$ cat src/rtl/forward_ctrl_pkg.sv
// forward_ctrl_pkg: select encodings, register-address width and scoreboard entry type shared by forward_ctrl and fwd_pick
package forward_ctrl_pkg;
   localparam int REG_AW = 5;
   localparam logic [1:0] SEL_RF    = 2'b00;
   localparam logic [1:0] SEL_EXMEM = 2'b01;
   localparam logic [1:0] SEL_MEMWB = 2'b10;
   localparam logic [1:0] SEL_IMM   = 2'b11;
   typedef struct packed {
      logic              valid;
      logic [REG_AW-1:0] dest;
      logic              reg_write;
      logic              mem_read;
   } sb_entry_t;
endpackage

$ cat src/rtl/forward_ctrl_fwd_pick.sv
// fwd_pick: chooses the forwarding source for one EX operand
// Ports: src (EX source register), mem / wb (scoreboard entries), sel (2-bit mux select).
module fwd_pick
   import forward_ctrl_pkg::*;
(
   input  logic [REG_AW-1:0] src,
   input  sb_entry_t         mem,
   input  sb_entry_t         wb,
   output logic [1:0]        sel
);
   logic mem_hit, wb_hit;
   always_comb begin
      // A load sitting in MEM has no data yet; the load-use stall keeps it from ever being needed here.
      mem_hit = mem.valid && mem.reg_write && !mem.mem_read && mem.dest != '0 && mem.dest == src;
      wb_hit  = wb.valid && wb.reg_write && wb.dest != '0 && wb.dest == src;
      sel     = mem_hit ? SEL_EXMEM : wb_hit ? SEL_MEMWB : SEL_RF;
   end
endmodule

$ cat src/rtl/forward_ctrl.sv
// forward_ctrl: EX-operand forwarding selects and load-use stall from a 3-entry EX/MEM/WB scoreboard
// Ports: clk, reset (sync, active-high); id_* describe the ID-stage instruction; flush kills it;
// sel_a/sel_b drive the EX operand muxes; stall holds PC and IF/ID.
// Optional: FORWARD_CTRL_PERF_EN adds stall_count, a saturating count of stalled cycles.
module forward_ctrl #(
   parameter int REG_AW = forward_ctrl_pkg::REG_AW
) (
   input  logic              clk,
   input  logic              reset,
   input  logic              id_valid,
   input  logic [REG_AW-1:0] id_rs,
   input  logic [REG_AW-1:0] id_rt,
   input  logic [REG_AW-1:0] id_dest,
   input  logic              id_reg_write,
   input  logic              id_mem_read,
   input  logic              id_alu_src,
   input  logic              flush,
   output logic [1:0]        sel_a,
   output logic [1:0]        sel_b,
   output logic              stall
`ifdef FORWARD_CTRL_PERF_EN
   ,
   output logic [31:0]       stall_count
`endif
);
   import forward_ctrl_pkg::*;
   sb_entry_t         ex_q, mem_q, wb_q, ex_d;
   logic [REG_AW-1:0] ex_rs_q, ex_rt_q, ex_rs_d, ex_rt_d;
   logic              ex_alu_src_q, ex_alu_src_d, load_use, accept;
   logic [1:0]        pick_b;

   fwd_pick u_pick_a (.src(ex_rs_q), .mem(mem_q), .wb(wb_q), .sel(sel_a));
   fwd_pick u_pick_b (.src(ex_rt_q), .mem(mem_q), .wb(wb_q), .sel(pick_b));

   always_comb begin
      load_use     = ex_q.valid && ex_q.mem_read && ex_q.dest != '0 &&
                     (ex_q.dest == id_rs || (!id_alu_src && ex_q.dest == id_rt));
      stall        = id_valid && !flush && load_use;
      accept       = id_valid && !stall && !flush;
      // Bubbles also clear the EX source fields so they can never raise a forward select.
      ex_d         = accept ? sb_entry_t'{valid: 1'b1, dest: id_dest, reg_write: id_reg_write,
                                          mem_read: id_mem_read} : '0;
      ex_rs_d      = accept ? id_rs : '0;
      ex_rt_d      = accept ? id_rt : '0;
      ex_alu_src_d = accept && id_alu_src;
      sel_b        = ex_alu_src_q ? SEL_IMM : pick_b;
   end

   always_ff @(posedge clk) begin
      if (reset) begin
         ex_q         <= '0;
         mem_q        <= '0;
         wb_q         <= '0;
         ex_rs_q      <= '0;
         ex_rt_q      <= '0;
         ex_alu_src_q <= 1'b0;
      end else begin
         ex_q         <= ex_d;
         mem_q        <= ex_q;
         wb_q         <= mem_q;
         ex_rs_q      <= ex_rs_d;
         ex_rt_q      <= ex_rt_d;
         ex_alu_src_q <= ex_alu_src_d;
      end
   end

`ifdef FORWARD_CTRL_PERF_EN
   logic [31:0] stall_count_q, stall_count_d;
   always_comb stall_count_d = (stall && stall_count_q != '1) ? stall_count_q + 32'd1 : stall_count_q;
   always_ff @(posedge clk) stall_count_q <= reset ? '0 : stall_count_d;
   assign stall_count = stall_count_q;
`endif
endmodule

$ cat config.mk
export PLATFORM = sky130hd
export DESIGN_NAME = forward_ctrl
export DESIGN_NICKNAME = d
export VERILOG_FILES = /design/src/rtl/forward_ctrl_pkg.sv /design/src/rtl/forward_ctrl_fwd_pick.sv /design/src/rtl/forward_ctrl.sv
export SDC_FILE = /design/constraint.sdc
export NUM_CORES = 1
export LEC_CHECK = 0
export CORE_MARGIN = 2
export CORE_UTILIZATION = 24
export DETAILED_ROUTE_END_ITERATION = 12
export SLEW_MARGIN = 10
export SYNTH_ARGS = -nofsm -noshare
export SYNTH_HDL_FRONTEND = slang
export SYNTH_HIERARCHICAL = 1
export SYNTH_SLANG_ARGS = --single-unit
$ cat constraint.sdc
create_clock -name clk -period 2.15 [get_ports clk]
set_clock_uncertainty 0.15 [all_clocks]
set_input_delay 0.215 -clock clk [delete_from_list [all_inputs] [get_ports clk]]
set_output_delay 0.215 -clock clk [all_outputs]
set_load 0.05 [all_outputs]
**After elaboration in Yosys (flattened, before gate mapping)**

Cells that the tools add are included.

- Equal/unequal tests: 6
- Muxes and demuxes: 6
- Bitwise gates (word level): 1
- Reductions and logical operators: 27

Operator list:

| kind | count |
|---|---|
| 5-bit equality test | 6 |
| 1-bit logical AND | 18 |
| 5-bit nonzero test | 3 |
| 2-bit 2-to-1 mux | 5 |
| 8-bit 2-to-1 mux | 1 |
| 1-bit zero test | 4 |
| 2-bit OR reduction | 1 |
| 1-bit logical OR | 1 |
| 1-bit NOT | 1 |

- Flip-flop bits (word level): 34
- Bits of input ports: 22
- Output and inout port bits: 5
- Word-level logic and storage cells: 54

**Depth between registers and ports, before layout**

- Word-level depth: 10
- Mapped depth: 6
- Gate-level depth less buffers: 5

**Modules after synthesis**

The synthesis kept the hierarchy.

Modules (own cells, without submodules):

| module | instances | cells each | area an instance (µm²) | seq. area each (µm²) |
|---|---|---|---|---|
| forward_ctrl | 1 | 117 | 1302.5 | 700.7 |
| fwd_pick | 2 | 21 | 167.7 | 0.0 |

**Worst setup path before layout**

Ideal clock, no wire load.

- Kind: register to output
- From: register ex_q[6] (netlist bit)
- To: output port stall
- Arrival time: 1595 ps
- Data required time: 1785 ps
- Path slack: 190 ps
- Cell stages (with the launch flop): 6
- Buffers on the path: 1
- Cell sequence: dfxtp_1 -> xnor2_1 -> nand4_1 -> o32ai_2 -> buf_2 -> and3_1

- Cells in the longest elaborated chain, start to end: 5
- Elaborated cells on any way between the ends: 8
- Those cells by class: 2 x eq/ne; 6 x reduce/logical

RTL lines:

| item | line | text |
|---|---|---|
| start, declared | forward_ctrl.sv:27 | `sb_entry_t ex_q, mem_q, wb_q, ex_d;` |
| start signal, assigned | forward_ctrl.sv:51 | `ex_q <= '0;` |
| start signal, assigned | forward_ctrl.sv:58 | `ex_q <= ex_d;` |
| 5-bit equality test | forward_ctrl.sv:37 | `(ex_q.dest == id_rs \|\| (!id_alu_src && ex_q.dest == id_rt));` |
| 1-bit logical AND | forward_ctrl.sv:37 |  |
| 1-bit logical OR | forward_ctrl.sv:37 |  |
| 1-bit logical AND * | forward_ctrl.sv:36 | `load_use = ex_q.valid && ex_q.mem_read && ex_q.dest != '0 &&` |
| 1-bit logical AND * | forward_ctrl.sv:38 | `stall = id_valid && !flush && load_use;` |
| end, declared | forward_ctrl.sv:20 | `output logic stall` |

Every way passes the cells marked *; elsewhere a longest branch is shown, timed or not.

**Worst setup path in the final report**

- From: register ex_q[2] (netlist bit)
- To: output port stall

The elaborated chain is that of the path after synthesis.

==> metrics.txt <==
clock sink total 34; Worst slew margin 52.7%; antenna violations before repair 0; core footprint 0.00642 mm²; Final Cycle Share 97.6%; Hold WC Path Type reg2reg; commonest non-fill, non-tap cell in the layout dfxtp_1; Pins Over Slew Limit 0; critical path startpoint category flip-flop; worst r2r src ex_q[2]$_SDFF_PP0_; Setup TNS Final 0 ps; antenna cells 0; Congestion Overflow GR 0; share of cells above drive strength 1 24.3%; HP Start ex_q[1]$_SDFF_PP0_; slack of the critical path 51.3 ps; outcome completed; Crit. End Element output port; DP HPWL 2490 µm; Synth Instances 157; drc violations 0; via count 1147; RSZ-0062 raised after global routing yes; CTS Buf Count 5; Iteration-0 DRC Markers 14; worst reg-to-reg path cell count 5; Vias/cell 4.38; routability cong. 0.728; first-pass GRT wire length 5450 µm; placement row count 29; wire per inst 12.5 µm; CP max FO 4; full die area 0.00739 mm²; VDD IR max 0.238 mV; P per Cell Area 659 mW/mm²; I/O pins 27; Max H-tree Level 2; Die Span Y 85.9 µm; Max Clock Freq 0.476 GHz; Setup violations, final 0; final WL 3280 µm; Setup CP Type reg2out; source of the critical timing path ex_q[2]$_SDFF_PP0_; Worst EP arrival 1730 ps; initial core utilization 25.1%; syn_nets 179; Placement Setup Slack 108 ps; Clock Tree Root clkbuf_8; 1st-pass router iterations 4; Net count, final 207; Lkg Pwr 0.000693 µW; vias in the first global route 1144; largest net degree at the start of global routing 25; Area growth, synth to finish 30.6%; Port Buffer Count 26; Die X-Extent 85.9 µm; final hold vios 0; Worst Path Required 1780 ps; clock slew at reported path FFs 70 ps; hold path depth 1; CTS tree built; worst skew pair latency 280 ps; syn avg cell area 10.3 µm²; synthesized area 0.00161 mm²; Post-DRT Antenna Nets 0; gr usage total 9.58%; synth warn 6; Final min period 2100 ps; Clock Path Buffers 2; Slew @ Worst Pin 707 ps; commonest cells after routing, fill and taps aside dfxtp_1, xnor2_1, clkdlybuf4s50_1; max-cap viol count 0; # hold bufs at CTS 0
==> power by group <==
part | leakage [µW] | total, µW | switching (µW) | internal (µW)
combinational | 0.000357 | 139 | 58.8 | 80.5
sequential | 0.000279 | 659 | 15.3 | 643
clock | 0.0000573 | 589 | 219 | 371
total | 0.000693 | 1390 | 293 | 1090
==> cell type report <==
| class | count | area [µm²] |
|---|---|---|
| fill | 653 | 4320 |
| sequential | 34 | 691 |
| timing repair buffer | 31 | 339 |
| inverter | 3 | 11.3 |
| multi-input combinational | 110 | 855 |
| clock inverter | 1 | 30.0 |
| tap | 77 | 96.3 |
| clock buffer | 6 | 82.6 |
==> timing repair <==
item,in CTS,in global routing
resized for setup,4,6
hold endpoints to repair,0,0
setup buffers,0,1
pin swaps,0,2
setup endpoints to repair,1,2
==> worst paths after layout <==
path | end | slack, ps
max reg2reg | ex_rt_q[0]$_SDFF_PP0_ | 300
min | mem_q[1]$_SDFF_PP0_ | 280
min reg2reg | mem_q[1]$_SDFF_PP0_ | 280
max | stall | 50
==> critical path, cell delays in order (launching register included) <==
cell	delay (ps)
dfxtp_1	340
or3_1	390
o311a_1	370
and3_4	200
buf_12	140
==> sequential cells by signal (all words and copies together), names as in the netlist <==
name	cells
mem_q	8
ex_rt_q	5
ex_q	8
ex_alu_src_q	1
ex_rs_q	5
wb_q	7
==> through the flow <==
step	instances	power [µW]	instance area (µm²)	hold slack (ps)	util, %
CTS	261	1400	2080	279	32.3
global placement	254	811	1960	282	30.5
detailed placement	254	812	1960	270	30.5
global route	262	1440	2100	307	32.8
floorplan	157	746	1610	134	-
finish	262	1390	2100	282	32.8
==> layer usage <==
layer  share of wire, %  track usage (%)  vias up  wire [µm]
met3                5.4             3.46        5        176
met5                  0                0        -          0
met1                 49             12.6      509       1620
li1                   -                -      600          -
met4                1.4             3.46        0         47
met2                 44             14.4       33       1430
Note: power is estimated with default switching activity, not from simulation.
